==> src/rtl/cpu_pkg.sv <==
`default_nettype none
// ============================================================================
// Module      : cpu_pkg
// Description : Shared CPU definitions for the fetch path: instruction width,
//               HALT opcode, the NOP encoding and the fetch FSM state type.
// Revision    : 1.0 - initial release
// ============================================================================
package cpu_pkg;

    localparam int INSTR_WIDTH  = 20;
    localparam int OPCODE_WIDTH = 5;

    localparam logic [OPCODE_WIDTH-1:0] OPCODE_HALT = 5'b11111;
    localparam logic [INSTR_WIDTH-1:0]  NOP_INSTR   = 20'b0;

    typedef enum logic [1:0] {
        BOOT = 2'd0,
        RUN  = 2'd1,
        HALT = 2'd2
    } fetch_state_t;

endpackage : cpu_pkg
`default_nettype wire

==> src/rtl/fetch_pc_reg.sv <==
`default_nettype none
// ============================================================================
// Module      : fetch_pc_reg
// Description : Request/response PC pair for a 1-cycle-latency instruction
//               memory. req_pc is the next address to issue, resp_pc is the
//               address whose data is on the memory bus this cycle.
//               Controls (load has priority over advance, neither = hold):
//                 i_load     : resp_pc <= i_load_addr, req_pc <= i_load_addr+1
//                 i_advance  : resp_pc <= req_pc,      req_pc <= req_pc+1
// Ports       : clk, rst (sync, active-high), i_load, i_load_addr, i_advance,
//               o_req_pc, o_resp_pc, o_resp_valid
// Revision    : 1.0 - initial release
// ============================================================================
module fetch_pc_reg #(
    parameter int ADDR_WIDTH = 10
) (
    input  logic                  clk,
    input  logic                  rst,
    input  logic                  i_load,
    input  logic [ADDR_WIDTH-1:0] i_load_addr,
    input  logic                  i_advance,
    output logic [ADDR_WIDTH-1:0] o_req_pc,
    output logic [ADDR_WIDTH-1:0] o_resp_pc,
    output logic                  o_resp_valid
);

    logic [ADDR_WIDTH-1:0] r_req_pc;
    logic [ADDR_WIDTH-1:0] r_resp_pc;
    logic                  r_resp_valid;

    // Increments wrap naturally modulo 2^ADDR_WIDTH.
    always_ff @(posedge clk) begin
        if (rst) begin
            r_req_pc     <= '0;
            r_resp_pc    <= '0;
            r_resp_valid <= 1'b0;
        end else if (i_load) begin
            r_resp_pc    <= i_load_addr;
            r_req_pc     <= i_load_addr + 1'b1;
            r_resp_valid <= 1'b1;
        end else if (i_advance) begin
            r_resp_pc    <= r_req_pc;
            r_req_pc     <= r_req_pc + 1'b1;
            r_resp_valid <= 1'b1;
        end
    end

    assign o_req_pc     = r_req_pc;
    assign o_resp_pc    = r_resp_pc;
    assign o_resp_valid = r_resp_valid;

endmodule : fetch_pc_reg
`default_nettype wire

==> src/rtl/instruction_fetch_unit.sv <==
`default_nettype none
// ============================================================================
// Module      : instruction_fetch_unit
// Description : Fetch stage. Generates the PC stream into a synchronous
//               instruction ROM and presents instruction_fetch/pc_mux_output
//               to the FetchDecode register. Honours decode stall, branch
//               redirect, and stops issuing after a HALT instruction.
// Ports       : clk, reset (sync, active-high)
//               stall, select_pc_mux, branch_address     - hazard/branch ctrl
//               imem_address (comb), imem_data            - instruction ROM
//               instruction_fetch, pc_mux_output,
//               fetch_valid, halted                       - to decode
// Revision    : 1.0 - initial release
// ============================================================================
module instruction_fetch_unit #(
    parameter int ADDR_WIDTH  = 10,
    parameter int PC_WIDTH    = 16,
    parameter int INSTR_WIDTH = 20
) (
    input  logic                   clk,
    input  logic                   reset,
    input  logic                   stall,
    input  logic                   select_pc_mux,
    input  logic [PC_WIDTH-1:0]    branch_address,
    output logic [ADDR_WIDTH-1:0]  imem_address,
    input  logic [INSTR_WIDTH-1:0] imem_data,
    output logic [INSTR_WIDTH-1:0] instruction_fetch,
    output logic [PC_WIDTH-1:0]    pc_mux_output,
    output logic                   fetch_valid,
    output logic                   halted
);

    import cpu_pkg::*;

    fetch_state_t r_state;
    fetch_state_t w_next_state;

    logic [ADDR_WIDTH-1:0] w_req_pc;
    logic [ADDR_WIDTH-1:0] w_resp_pc;
    logic                  w_resp_valid;
    logic                  w_load;
    logic [ADDR_WIDTH-1:0] w_load_addr;
    logic                  w_advance;
    logic [ADDR_WIDTH-1:0] w_branch_addr;
    logic                  w_branch_take;
    logic                  w_halt_detect;

    // Only the low address bits select a ROM word; the rest are ignored.
    assign w_branch_addr = branch_address[ADDR_WIDTH-1:0];

    generate
        if (PC_WIDTH > ADDR_WIDTH) begin : g_branch_hi
            logic w_unused_branch_hi;
            assign w_unused_branch_hi = ^branch_address[PC_WIDTH-1:ADDR_WIDTH];
        end
    endgenerate

    // Stall outranks branch: decode keeps the branch asserted until it moves.
    assign w_branch_take = select_pc_mux & ~stall;

    assign w_halt_detect = (r_state == RUN) && w_resp_valid && !stall &&
                           !select_pc_mux &&
                           (imem_data[INSTR_WIDTH-1 -: OPCODE_WIDTH] == OPCODE_HALT);

    fetch_pc_reg #(
        .ADDR_WIDTH (ADDR_WIDTH)
    ) u_fetch_pc_reg (
        .clk          (clk),
        .rst          (reset),
        .i_load       (w_load),
        .i_load_addr  (w_load_addr),
        .i_advance    (w_advance),
        .o_req_pc     (w_req_pc),
        .o_resp_pc    (w_resp_pc),
        .o_resp_valid (w_resp_valid)
    );

    // ---------------------------------------------------------------- state
    always_ff @(posedge clk) begin
        if (reset) begin
            r_state <= BOOT;
        end else begin
            r_state <= w_next_state;
        end
    end

    // ----------------------------------------------------------- next state
    always_comb begin
        w_next_state = r_state;
        case (r_state)
            BOOT: w_next_state = RUN;
            RUN: begin
                if (w_branch_take) begin
                    w_next_state = RUN;
                end else if (w_halt_detect) begin
                    w_next_state = HALT;
                end
            end
            HALT: begin
                // A redirect out of HALT means the HALT was on a wrong path.
                if (w_branch_take) begin
                    w_next_state = RUN;
                end
            end
            default: w_next_state = BOOT;
        endcase
    end

    // -------------------------------------------------------------- outputs
    always_comb begin
        imem_address      = w_resp_pc;
        instruction_fetch = INSTR_WIDTH'(NOP_INSTR);
        fetch_valid       = 1'b0;
        halted            = 1'b0;
        w_load            = 1'b0;
        w_load_addr       = w_branch_addr;
        w_advance         = 1'b0;
        case (r_state)
            BOOT: begin
                // Loading address 0 leaves resp_pc=0, req_pc=1, resp_valid=1.
                imem_address = '0;
                w_load       = 1'b1;
                w_load_addr  = '0;
            end
            RUN: begin
                fetch_valid = w_resp_valid;
                if (w_resp_valid) begin
                    instruction_fetch = imem_data;
                end
                if (stall) begin
                    // Re-read the held word so the outputs stay stable.
                    imem_address = w_resp_pc;
                end else if (select_pc_mux) begin
                    imem_address = w_branch_addr;
                    w_load       = 1'b1;
                end else if (w_halt_detect) begin
                    // Stop issuing; pc pair freezes on the HALT's address.
                    imem_address = w_resp_pc;
                end else begin
                    imem_address = w_req_pc;
                    w_advance    = 1'b1;
                end
            end
            HALT: begin
                halted = 1'b1;
                if (w_branch_take) begin
                    imem_address = w_branch_addr;
                    w_load       = 1'b1;
                end
            end
            default: begin
                imem_address = '0;
            end
        endcase
    end

    assign pc_mux_output = PC_WIDTH'(w_resp_pc);

endmodule : instruction_fetch_unit
`default_nettype wire

==> config.mk <==
export PLATFORM = sky130hd
export DESIGN_NAME = instruction_fetch_unit
export DESIGN_NICKNAME = d
export VERILOG_FILES = /design/src/rtl/cpu_pkg.sv /design/src/rtl/fetch_pc_reg.sv /design/src/rtl/instruction_fetch_unit.sv
export SDC_FILE = /design/constraint.sdc
export NUM_CORES = 1
export LEC_CHECK = 0
export ABC_AREA = 1
export CAP_MARGIN = 25
export CORE_ASPECT_RATIO = 2
export CORE_MARGIN = 3
export CORE_UTILIZATION = 55
export CTS_BUF_LIST = sky130_fd_sc_hd__clkbuf_8
export CTS_CLUSTER_DIAMETER = 60
export DETAILED_ROUTE_END_ITERATION = 8
export DONT_BUFFER_PORTS = 1
export PLACE_DENSITY = 0.73
export SLEW_MARGIN = 20
export SYNTH_ARGS = -nofsm -noshare
export SYNTH_HDL_FRONTEND = slang
export SYNTH_HIERARCHICAL = 1
export SYNTH_SLANG_ARGS = --single-unit
==> constraint.sdc <==
create_clock -name clk -period 2.21 [get_ports clk]
set_input_delay 0.1105 -clock clk [delete_from_list [all_inputs] [get_ports clk]]
set_output_delay 0.1105 -clock clk [all_outputs]
set_load 0.05 [all_outputs]
---- Word level (Yosys, flattened, before mapping) ----
Index checks and enable logic that the tools add are counted.
storage, ports and cells
  bits in registers ....................... 23
  output and inout port bits .............. 48
operators by class
  add/subtract/negate cells ............... 2
  bitwise gates (word level) .............. 2
  multiplexer cells ....................... 28
  reductions and logical operators ........ 9
  equal/unequal tests ..................... 5
operators by type and width
  kind                                                 count
  two-way mux 10 bit                                   9
  two-way mux 20 bit                                   2
  adder 10 x 1 -> 10 bit, second input constant        2
  one-hot mux 10 bit (2 select lines)                  1
  two-way mux 1 bit                                    11
  two-way mux 2 bit                                    3
  one-hot mux 2 bit (3 select lines)                   1
  equality test 5 bit, second input constant           1
  logical AND 1 bit                                    4
  inequality test 3 bit, second input constant         1
  one-hot mux 1 bit (3 select lines)                   1
  equality test 2 x 1 -> 1 bit, second input constant  1
  equality test 2 bit, second input constant           1
  zero test 1 bit                                      2
  zero test 2 bit                                      1
  inequality test 2 bit, second input constant         1
  AND reduction 2 bit                                  1
  nonzero test 2 bit                                   1
  bitwise AND 1 bit                                    1
  inverter 1 bit                                       1

---- Longest topological paths before layout ----
Gate-level depths: netlist of run 1.
  word-level depth ........................ 11
  mapped depth ............................ 18
  gate-level depth less buffers ........... 17

---- By module ----
Netlist of run 1, hierarchy kept.
by module, submodules not included
  module                  instances  seq. area each (µm²)  cells each  area an instance (µm²)
  fetch_pc_reg            1          420.4                 161         1157.4
  instruction_fetch_unit  1          40.0                  172         874.6

---- Least setup slack after synthesis of run 1 ----
No wires, ideal clock.
  path kind ............................... reg-to-reg
  from .................................... register r_state[0]
  to ...................................... register u_fetch_pc_reg.r_req_pc[6] (netlist: u_fetch_pc_reg/o_req_pc[6])
  data required time ...................... 2.100 ns
  slack ................................... -0.321 ns
  stages on the path, launching flop included .. 18
  data arrival time ....................... 2.421 ns
  library setup time ...................... 0.110 ns
  cells stage by stage .................... dfxtp_1 > inv_1 > ha_1 > o21ai_1 > inv_1 > o21ai_0 > inv_1 > inv_2 > nand2_2 > nand2_4 > ha_1 > nand2_1 > inv_1 > nand2_4 > nand3_1 > nand3_1 > nand2_1 > inv_1
between the ends
  elaborated cells between the ends (all ways) .. 16
  those cells by class .................... add/sub: 1; eq/ne: 2; mux: 7; reduce/logical: 6
RTL lines
  what                                                             RTL line                       RTL
  from (decl)                                                      instruction_fetch_unit.sv:35   fetch_state_t r_state;
  from (signal assigned)                                           instruction_fetch_unit.sv:83   r_state <= w_next_state;
  equality test 2 bit (tied with other cells)                      instruction_fetch_unit.sv:118  case (r_state)
  one-hot mux 1 bit (3 select lines) (*)                           instruction_fetch_unit.sv:118
  net w_load                                                       instruction_fetch_unit.sv:41   logic w_load;
  two-way mux 10 bit / nonzero test 2 bit (equally long branches)  n/a
  to (signal assigned)                                             fetch_pc_reg.sv:39             r_req_pc <= i_load_addr + 1'b1;
  to (signal assigned)                                             fetch_pc_reg.sv:43             r_req_pc <= r_req_pc + 1'b1;
  to (decl)                                                        fetch_pc_reg.sv:27             logic [ADDR_WIDTH-1:0] r_req_pc;
Mark *: on every way through the listed nets, which the timed path passes. The rest lies on a longest branch.
A chain may end at the register's enable or synchronous reset.

---- Final worst setup path of run 1 ----
  from .................................... register r_state[0]
  to ...................................... register u_fetch_pc_reg.r_req_pc[5] (netlist: u_fetch_pc_reg/o_req_pc[5])
The elaborated chain is that of the path after synthesis.

==> results of run 1 <==
-- layout by cell type (no fill, tap or decap), drive strengths merged, types with 3 or more instances in the layout --
| cell | count |
|---|---|
| o21ai | 23 |
| buf | 60 |
| a31oi | 6 |
| conb | 6 |
| nand3 | 23 |
| dfxtp | 23 |
| inv | 66 |
| a21oi | 17 |
| clkbuf | 3 |
| ha | 5 |
| nor2 | 66 |
| nand2 | 77 |
-- through the flow --
step                      instance area (sq um)  hold slack, ns  setup WS, ns  utilization [%]
final                                      2740       -0.000321        0.0634             79.3
after global routing                       2740          0.0254       -0.0646             79.3
after CTS                                  2670        0.000449       0.00200             77.3
after detailed placement                   2570           0.185       -0.0238             74.4
after global placement                     2570           0.183        0.0616             74.4
after floorplan                            2090           0.266       -0.0764                -
-- state kept, by name (all words and copies together), names as in the netlist --
name	count
u_fetch_pc_reg/o_req_pc	10
u_fetch_pc_reg/o_resp_pc	10
r_state	2
u_fetch_pc_reg/o_resp_valid	1
-- what timing repair did --
item | CTS | global route
gates resized for setup | 7 | 18
buffers inserted | 2 | 2
setup endpoints to repair | 15 | 17
hold buffers | 1 | 0
gates cloned | 0 | 1
endpoints found under the hold margin | 10 | 0
pin swaps | 1 | 10
-- worst max-delay path, delay by kind of cell (launching register included) --
kind / cells / cell delay (ns)
buffers and inverters: 6 / 0.53
AOI/OAI and AO/OA: 4 / 0.49
and+or+nand+nor: 4 / 0.43
DFF: 1 / 0.38
adders and majority gates: 1 / 0.19
-- final cells by class --
cell class	instances	area, sq um	area share (%)
repair buffers	61	613	22.4
well taps	48	60.1	2.19
inverters	66	255	9.32
clock inverters	1	3.75	0.137
flip-flops and latches	23	465	17.0
multi-input cells	232	1300	47.4
clock buffers	3	41.3	1.51
-- layer usage --
layer	vias up	wire length [um]	GRT usage, %	part of all wire (%)
li1	1114	-	-	-
met1	1088	2080	26.0	33
met2	126	3530	51.1	55
met3	30	426	5.53	6.7
met4	0	335	18.5	5.3
met5	-	0	0	0
-- power breakdown --
group	internal (uW)	switching (uW)
Clock	124	142
Combinational	1030	1920
Sequential	564	262
-- Yosys cell counts (4+ instances only) --
master / instances
sky130_fd_sc_hd__nand2_1: 56
sky130_fd_sc_hd__a21oi_1: 16
sky130_fd_sc_hd__nor2_2: 5
sky130_fd_sc_hd__dfxtp_1: 23
sky130_fd_sc_hd__nand2_2: 13
sky130_fd_sc_hd__inv_1: 58
sky130_fd_sc_hd__clkbuf_1: 6
sky130_fd_sc_hd__ha_1: 5
sky130_fd_sc_hd__inv_2: 7
sky130_fd_sc_hd__buf_4: 6
sky130_fd_sc_hd__nand2_4: 7
sky130_fd_sc_hd__o21ai_1: 5
sky130_fd_sc_hd__nor2_1: 58
sky130_fd_sc_hd__o21ai_0: 18
sky130_fd_sc_hd__buf_6: 4
sky130_fd_sc_hd__a31oi_1: 5
sky130_fd_sc_hd__nand3_1: 21
-- cells by family after synthesis --
group | Yosys count | synth area share (%)
AND/OR/NAND/NOR | 169 | 41.0
flip-flops | 23 | 22.7
buffers and inverters | 84 | 18.5
other | 1 | 0.185
AO/OA/AOI/OAI | 51 | 14.6
adder cells (fa/ha/maj) | 5 | 3.08
-- worst paths after layout --
check,to,slack [ns],depth (start not counted),from
min reg2reg,u_fetch_pc_reg/o_req_pc[0],0.50,2,u_fetch_pc_reg/o_req_pc[0]
max,u_fetch_pc_reg/o_req_pc[5],0.06,15,r_state[0]
min,u_fetch_pc_reg/o_req_pc[8],-0.0003,3,reset
max reg2reg,u_fetch_pc_reg/o_req_pc[5],0.06,15,r_state[0]
==> out/summary.md, run 1 <==
On the critical path, the stage with the largest delay is an instance of sky130_fd_sc_hd__dfxtp_4. The number of placed instances, taps included, is 424. The floorplan step set the die width to 49.0 um. For the worst setup path, the data required time is 2.36 ns. For this block, the initial DRC count from the detailed router was 91. Startpoint-to-endpoint class of the critical path: register to register.

The clock transition time at the flip-flop clock pins of the worst setup and hold paths is 0.08 ns, and the layout net count is 432. The signal on the critical path passes through inv_1, ha_2, o21ai_2, inv_2, o21ai_2, inv_2, inv_4, buf_4, nand2_1, nand2_2, buf_4, nand3_1, nor2_1, o21a_1, a21oi_1. Power per cell area: 1480 mW/mm^2. The area growth from synthesis to layout works out to 34.7%. For this design the static power due to leakage is 0.00137 uW. The share of post-route cells with drive strength above 1 works out to 32.9%. The antenna diode count was 0. Count of flip-flops with a built-in enable after synthesis: 0.

For the pin with the worst max-slew slack, the measured transition is 0.584 ns. For the number of detailed-route iterations in the first pass, the log shows 4. The logs give 88 for the I/O pin count and 2263 for the via count of the first global-routing pass. Among all flip-flop cells after synthesis, the most frequent one is sky130_fd_sc_hd__dfxtp_1. During placement, the flow inserted port buffers numbering 0. The tools report the number of distinct standard cells referenced by the synthesized netlist as 31. In this run the worst path has a maximum fanout of 6. TritonCTS built the clock tree.

The root buffer cell chosen for the clock tree is sky130_fd_sc_hd__clkbuf_8. The synthesized area per cell came out at 6.10 sq um. The final period utilization came out at 97.1%. Ranked by total cell area, the synthesized netlist is headed by sky130_fd_sc_hd__dfxtp_1 (23%), sky130_fd_sc_hd__inv_1 (11%), sky130_fd_sc_hd__nor2_1 (11%). The DRC violations left is 0, and the routed wire length is 6380 um. The synthesized design spends more area on one cell type than any other, namely sky130_fd_sc_hd__dfxtp_1. The first global-routing pass estimated 9830 um of wire. In the routed layout, each cell is associated on average with a via count of 5.43. The clock tree buffer depth is 2.

Once detail routing completed, the nets flagged for antenna violations numbered 0. The checks that failed: negative hold slack. The synthesized design contains 23 register bits. The worst-case IR drop observed on VDD is 0.990 mV. On the worst path, the slowest cell contributes a delay of 0.38 ns. The cell area that synthesis handed to floorplanning was 0.00203 sq mm.

Of the synthesized area, sequential elements account for 22.7%. The peak clock frequency supported by timing is 466 MHz. The tools report the floorplan die area as 0.00450 sq mm. For the finished layout, the period the worst path requires is 2.15 ns. The critical path endpoint category was a register. The overall die height is 92.0 um, and the instance count of the mapped netlist is 333.

The routed via count was 2358. The overall overflow remaining after global route came out at 0. In this run the core area contains 30 standard-cell rows. The TritonCTS buffer count is 3.

The tools report the startpoint type of the worst setup path as a register. The initial antenna violation count was 0. Top cell type's share of synthesized area: 22.7%. The count of cells in the finished layout, fillers not included, comes to 434. The worst endpoint data arrival time is 2.29 ns, and the worst clock skew on the final layout is 0.00240 ns. For the max-slew violation count, the log shows 0. The logs give 0.00345 sq mm for the placeable core area and 22 for the largest net degree at the start of global routing.

The tightest min-delay check is of the input pin to register type. The sum of negative setup slack is 0 ns, and the number of failing hold endpoints at the final stage is 1. Across every metal layer, demand over resource in global routing totals 27.4%.

In this run the tightest slew margin relative to its limit is 61.0%. The design draws 4040 uW. Once the floorplan was initialized, standard cells occupied 58.8% of the core. The later pin in the worst-skew pair is clocked with a latency of 0.27 ns. The fraction of registers with async set or reset after synthesis is 0%. During synthesis, Yosys emitted a total of 6 warnings. Setup violations remaining at the end of the flow were counted as 0. Post-route worst hold slack: -0.000321 ns. The mean routed wirelength per cell is 14.7 um, and the fill cell instance count of the final layout is 267. The total number of clock tree sinks was 23; the final weighted congestion in routability-driven placement was 0.908. The run finished, with violations left. The tools report the depth of the CTS H-tree as 1.

The half-perimeter wire length after detailed placement is 4440 um. Across the run, the number of max-cap violations was 0.
Note: power is estimated with default switching activity, not from simulation.
==> inputs of run 2 (changes only) <==
Settings changed: BUFFER_PORTS_ARGS set to -buffer_cell sky130_fd_sc_hd__buf_4, CORE_UTILIZATION 55 to 45, DONT_BUFFER_PORTS 1 to not set, PLACE_DENSITY 0.73 to 0.79, SETUP_SLACK_MARGIN set to 0.4, SLEW_MARGIN 20 to not set.
==> run 2 against run 1 <==
The flow now finishes without violations. Die area increased by 20%. Setup slack worse by 0.055 ns. Worst hold slack better by 0.14 ns. Sequential power decreased by 14%. Global-route usage down 0.30 points. Combinational power rose by 38%. Non-clock buffer count grew 49. Via count increased by 12%. Largest power group unchanged. Largest cell class unchanged. Register-to-register slack got worse by 0.05 ns. Total power increased by 25%. Clock skew rose by 0.0025 ns.
==> out/summary.md, run 2 (same netlist as run 1, synthesis figures left out) <==
The flow ran to the end, and the final reports show no timing, DRC or antenna violations. The analysis attributes to cell leakage a power of 0.00171 uW. The tools report the start point of the worst min-delay path as reset. The max-slew violation count was 0. The smallest clock period supported by the final layout is computed as 2.20 ns.

The worst hold path terminates at u_fetch_pc_reg/o_req_pc[1]. The cell depth of the worst flop-to-flop path works out to 14. Setup slack on the critical path of the routed design comes to 0.00867 ns.

Hold timing on the final database bottoms out at a slack of 0.140 ns. Buffers inserted during clock tree synthesis total 3. For the pin with the worst max-slew slack, the measured transition is 0.545 ns. Hold repair after CTS inserted 0 buffers.

The critical path endpoint category was a register. The first-pass GRT wire length is 11000 um, and the number of DRC violations after detailed-routing iteration 0 is 130. Summing all multi-input logic gate instances after layout gives 0.00161 sq mm. The number of detailed-route iterations in the first pass was 5; the initial core utilization was 46.8%. Source of the worst register-to-register timing path: r_state[0].

The logs give 2548 for the via count of the first global-routing pass and 0.27 ns for the clock latency on the worst-skew pair. For the setup violation total in the final timing report, the log shows 0. Routed via count: 2638.

The longest clock path from root to sink contains 2 buffers. Across every metal layer, demand over resource in global routing totals 27.2%. Summed over all nets, the half-perimeter wirelength after detailed placement is 4510 um. The mean routed wirelength per cell works out to 16.1 um.

The repair_antennas step left the layout with diodes totalling 0. For the worst setup path, the data arrival time is 2.35 ns. The run gives 482 as the layout net count.

Before CTS, the worst setup slack after placement is 0.0795 ns. Timing would allow up to 454 MHz. Across the VDD grid, the largest voltage drop is 1.14 mV. In this run the core area contains 34 standard-cell rows.

The headroom to the max-slew limit is 63.6%. The largest individual stage delay along the critical path comes from the cell sky130_fd_sc_hd__dfxtp_4. In this design, the stage delay of the slowest critical-path cell is 0.38 ns. Setup repair after global routing could not meet its margin everywhere. The floorplan die area is 0.00541 sq mm, and the clock transition time at the flip-flop clock pins of the worst setup and hold paths is 0.09 ns. After detailed routing, the number of remaining DRC violations is 0.

The path type of the worst min-delay path is input pin to register. The die is 53.5 um wide. The count of buffers added on input and output ports is 75. The total number of clock tree sinks was 23.

For this run the aggregate overflow at the end of global routing stands at 0. For this design the ratio of total power to cell area is 1470 mW/mm^2. The top cell types in the final layout, fill and taps aside, are sky130_fd_sc_hd__buf_4 (91), sky130_fd_sc_hd__nor2_1 (52), sky130_fd_sc_hd__inv_1 (50). The placeable core area came out at 0.00434 sq mm. The startpoint type of the worst setup path was a register.

Entering global routing, the biggest net connects 22 pins. The congestion estimate from routability-driven global placement came to 0.898. The initial antenna violation count was 0; the depth of the CTS H-tree was 1. The share of post-route cells with drive strength above 1 is 50.9%, and the area growth from synthesis to layout is 69.0%. Power consumption: 5050 uW. In this run the remaining antenna-violating nets after routing total 0. Summing all flip-flop and latch instances after layout gives 468 sq um. The via density per instance was 5.38.

For this design the top-level I/O count stands at 88. The worst clock skew on the final layout is 0.00486 ns. The logs give 2.36 ns for the worst path required time and 0.00283 sq mm for the post-detailed-placement cell area. Fill cells in the final layout number 288. The startpoint-to-endpoint class of the critical path was register to register. Once layout is done, the placed cells without fillers occupy 0.00343 sq mm. Commonest non-fill, non-tap cell in the layout: sky130_fd_sc_hd__buf_4. Along the worst path, the maximum fanout reaches 7. Dividing the final minimum period by the clock period gives 99.6%.

Cell chosen for the clock root: sky130_fd_sc_hd__clkbuf_8. The worst register-to-register path has a setup slack of 0.009 ns. The tool flagged a number of max-cap violations equal to 0.

Measured on the finished design, the core utilization comes to 79.1%. The overall die height was 101 um; the routed wire length was 7890 um. The tools report the number of failing hold endpoints at the final stage as 0. TritonCTS built the clock tree.

In this run the critical register-to-register path is captured at u_fetch_pc_reg/o_req_pc[2]. Traced cell by cell, the critical path runs through inv_1, ha_4, o21ai_4, inv_2, o21ai_4, clkinv_4, buf_6, nand2_4, nand2_4, ha_4, nor2_1, o21ai_2, o211ai_1, inv_1. The worst hold path was traced through 2 stages.
## run 2: report_power, final
| group | internal [uW] | switching (uW) | leakage, uW | total, uW |
|---|---|---|---|---|
| sequential | 568 | 145 | 0.000191 | 713 |
| combinational | 1480 | 2590 | 0.00150 | 4070 |
| clock | 126 | 140 | 0.0000255 | 266 |
| total | 2180 | 2870 | 0.00171 | 5050 |
## run 2: cell type report
class                      instances  share of cell area, %
multi-input combinational        232                   47.0
timing repair buffer             110                   27.4
sequential                        23                   13.6
inverter                          66                   8.49
tap                               54                   1.97
clock buffer                       3                   1.20
timing repair inverter             1                  0.182
clock inverter                     1                  0.146
## run 2: what timing repair did
item                                    CTS  global route
endpoints found under the setup margin   31            31
buffers inserted                         17             7
pin swaps                                15            16
cloned                                    2             1
gates resized for setup                  64            32
## run 2: worst max-delay path by stage
stage / slack (ns) / endpoint / from / cells after the start
2_1_floorplan: 0.18 / u_fetch_pc_reg/o_req_pc[6] / r_state[1] / 18
5_1_grt: -0.07 / u_fetch_pc_reg/o_req_pc[2] / r_state[0] / 14
3_5_place_dp: 0.08 / u_fetch_pc_reg/o_req_pc[7] / r_state[1] / 14
4_1_cts: 0.21 / imem_address[8] / r_state[1] / 11
3_3_place_gp: 0.11 / u_fetch_pc_reg/o_req_pc[7] / r_state[1] / 14
6_report: 0.009 / u_fetch_pc_reg/o_req_pc[2] / r_state[0] / 14
## run 2: layer usage
| metal | vias up | share of wire, % | global-route usage, % |
|---|---|---|---|
| li1 | 1217 | - | - |
| met1 | 1199 | 30 | 24.5 |
| met2 | 162 | 55 | 51.0 |
| met3 | 60 | 7.9 | 3.41 |
| met4 | 0 | 7.4 | 19.7 |
| met5 | - | 0 | 0 |
## run 2: per-stage QoR
stage	TNS, ns	std cells
floorplan	0	338
global route	-0.242	490
CTS	0	482
global placement	0	459
finish	0	490
detailed placement	0	459
## run 2: worst max-delay path, delay by kind of cell, from the launching register on
kind	cells	cell delay (ns)
simple gates	3	0.30
flops	1	0.38
buf+inv	5	0.54
fa+ha+maj	2	0.36
compound gates	4	0.50
==> inputs of run 3 (changes only) <==
Settings changed: BUFFER_PORTS_ARGS -buffer_cell sky130_fd_sc_hd__buf_4 to not set, CORE_UTILIZATION 45 to 55, DONT_BUFFER_PORTS set to 1, PLACE_DENSITY 0.79 to 0.73, REMOVE_ABC_BUFFERS set to 1.
==> run 3 against run 2 <==
Fmax decreased by 0.19%. Clock skew shrank 0.0015 ns. Wire length is 6.4% lower. Largest power group unchanged.
==> out/summary.md, run 3 (same netlist as run 1, synthesis figures left out) <==
The source of the worst register-to-register timing path was r_state[1]. Dividing the detail-routed via count by the number of cells gives 5.59. The post-detailed-placement cell area is 0.00238 sq mm. The tools report the DRC violations left as 0.

The cell chosen for the clock root was sky130_fd_sc_hd__clkbuf_8. Row generation in the floorplan step produced 30 rows. Initial antenna violation count: 0. The total number of clock tree sinks was 23. The tools report the endpoint of the worst-slack reg-to-reg timing path as u_fetch_pc_reg/o_req_pc[9]. The die covers 0.00450 sq mm. The number of DRC violations after detailed-routing iteration 0 was 113.

The logs give 0.00149 uW for the static power due to leakage and 28.5% for the overall global routing resource usage. For this configuration, the core starts out at a cell density of 58.8%. The library cell used most frequently in the layout, excluding fill and tap cells, is sky130_fd_sc_hd__buf_4.

The width of the die came out at 49.0 um. The multi-input combinational cells in the finished layout cover a total of 0.00148 sq mm. The layout net count was 447; the sum of negative setup slack was 0 ns. The worst supply voltage drop on vdd is 1.10 mV, and the final design instance area without fill is 0.00301 sq mm. Between clock sinks in the finished design, the worst skew comes to 0.00337 ns. The count of nets left with antenna violations once routing finished came out at 0.

In this run the tool buffered the top-level ports with 0 buffer cells. At the end of routability-driven placement, the weighted congestion stood at 0.881. For the worst setup path, the data required time is 2.10 ns.

Dividing the detail-routed wire length by the instance count gives 16.5 um. The post-route netlist has 42.9% of its cells at a drive strength greater than 1. Global routing finished with a remaining overflow of 0. The clock latency on the worst-skew pair was 0.27 ns.

The worst setup path is captured at an output port. The clock tree buffer depth is 2, and the power per cell area is 1570 mW/mm^2. The max-slew violation count is 0, and the number of failing hold endpoints at the final stage is 0. Setup repair after global routing could not meet its margin everywhere. Start point of the worst min-delay path: branch_address[1].

The cell depth of the worst flop-to-flop path came out at 15. The tightest min-delay check is of the input pin to register type. The total area inside the core boundary comes to 0.00345 sq mm.

The run gives 88 as the I/O pin count. The flow ran to the end, and the final reports show no timing, DRC or antenna violations. The number of cells on the worst hold path was 4. The finished layout holds 449 standard cells, fillers aside.

Final period utilization: 99.8%. In this run, placement finished with an instance count of 415. The shortest period the worst path allows was 2.21 ns.

The startpoint-to-endpoint class of the critical path was register to output port. The depth of the CTS H-tree is 1, and the antenna diode count is 0. Headroom to the max-slew limit: 59.0%. For the half-perimeter wire length after detailed placement, the log shows 4210 um. The top fanout value on the critical path works out to 5.

Peak clock frequency supported by timing: 453 MHz. The actual slew at the worst max-slew pin is 0.614 ns, and the minimum setup slack among reg-to-reg paths is 0.01 ns. The path with the worst hold slack has its endpoint at u_fetch_pc_reg/o_resp_pc[1].

STA puts the critical path data arrival time at 2.10 ns. The routed wire length is 7390 um, and the number of detailed-route iterations in the first pass is 5. The clock transition time at the flip-flop clock pins of the worst setup and hold paths is 0.09 ns, and the first-pass GRT wire length is 10200 um. Max-cap violations in this run came to 0. Leaving out fill and tap cells, the most frequent cells in the layout are sky130_fd_sc_hd__buf_4 (56), sky130_fd_sc_hd__nor2_1 (55), sky130_fd_sc_hd__inv_1 (52). STA classifies the critical path startpoint as a register. Area growth from synthesis to layout: 48.2%. Setup violations remaining at the end of the flow were counted as 0.

TritonCTS built the clock tree. The tools report the via count of the first global-routing pass as 2270. The routed layout has 2511 vias. Counting the buffers created by CTS gives 3. Hold is met by 0.208 ns.

Fill cell instance count of the final layout: 187. In this run the vertical extent of the chip is 92.0 um. Entering global routing, the biggest net connects 22 pins.

The register area came out at 463 sq um.
-- run 3: cell count changes in the layout (fill, tap and decap cells not counted), moves of 4 or more --
| cell | before | now |
|---|---|---|
| sky130_fd_sc_hd__a21oi_4 | 8 | 1 |
| sky130_fd_sc_hd__nand3_1 | 13 | 17 |
| sky130_fd_sc_hd__nand2_4 | 18 | 11 |
| sky130_fd_sc_hd__nand2_2 | 18 | 22 |
| sky130_fd_sc_hd__buf_4 | 91 | 56 |
| sky130_fd_sc_hd__a21oi_2 | 3 | 9 |
| sky130_fd_sc_hd__nand3_2 | 8 | 4 |
-- run 3: critical path, cell delays in order (launching register included) --
cell,delay [ns]
sky130_fd_sc_hd__dfxtp_2,0.36
sky130_fd_sc_hd__buf_4,0.11
sky130_fd_sc_hd__ha_2,0.21
sky130_fd_sc_hd__buf_6,0.20
sky130_fd_sc_hd__inv_1,0.11
sky130_fd_sc_hd__nor2_4,0.18
sky130_fd_sc_hd__inv_2,0.12
sky130_fd_sc_hd__nand2_8,0.11
sky130_fd_sc_hd__nand2_1,0.08
sky130_fd_sc_hd__a21oi_2,0.17
sky130_fd_sc_hd__buf_6,0.18
-- run 3: worst max-delay path by stage --
stage | endpoint | slack [ns] | from
after floorplan | imem_address[3] | -0.52 | r_state[1]
after global placement | u_fetch_pc_reg/o_req_pc[9] | 0.006 | r_state[1]
after detailed placement | u_fetch_pc_reg/o_req_pc[7] | -0.03 | r_state[1]
after CTS | imem_address[4] | 0.03 | r_state[0]
after global routing | imem_address[1] | -0.10 | r_state[0]
final | imem_address[1] | 0.004 | r_state[1]
-- run 3: where the power goes --
group	total (uW)	leakage (uW)	internal, uW	switching (uW)
registers	841	0.000190	561	280
logic	3610	0.00127	1370	2240
clock network	267	0.0000269	124	143
total	4710	0.00149	2050	2660
-- run 3: layer usage --
metal  wire (um)  vias to the layer above  global-route usage (%)
met4         449                        0                    21.4
met5           0                        -                       0
li1            -                     1145                       -
met3         692                       43                    5.20
met1        2400                     1130                    27.8
met2        3840                      193                    51.4
-- run 3: metrics by stage --
step	total power, uW	util (%)	setup slack [ns]
CTS	4110	79.5	0.0341
global placement	3300	68.9	0.00597
finish	4710	87.2	0.00439
global route	4950	87.2	-0.103
detailed placement	3330	68.9	-0.0288
floorplan	2530	-	-0.520
-- run 3: timing repair --
action                                 in CTS  in global routing
resized for setup                          56                 47
endpoints found under the hold margin      10                  1
hold buffers                                1                  1
setup buffers                              17                 10
pin swaps                                  20                 21
gates cloned                                1                  0
setup endpoints to repair                  53                 33
-- run 3: layout make-up --
cell class | count | area share (%)
clock buffer | 3 | 1.37
clock inverter | 1 | 0.125
inverter | 66 | 8.98
multi-input combinational | 232 | 49.2
sequential | 23 | 15.4
tap | 48 | 2.00
timing repair buffer | 76 | 22.9
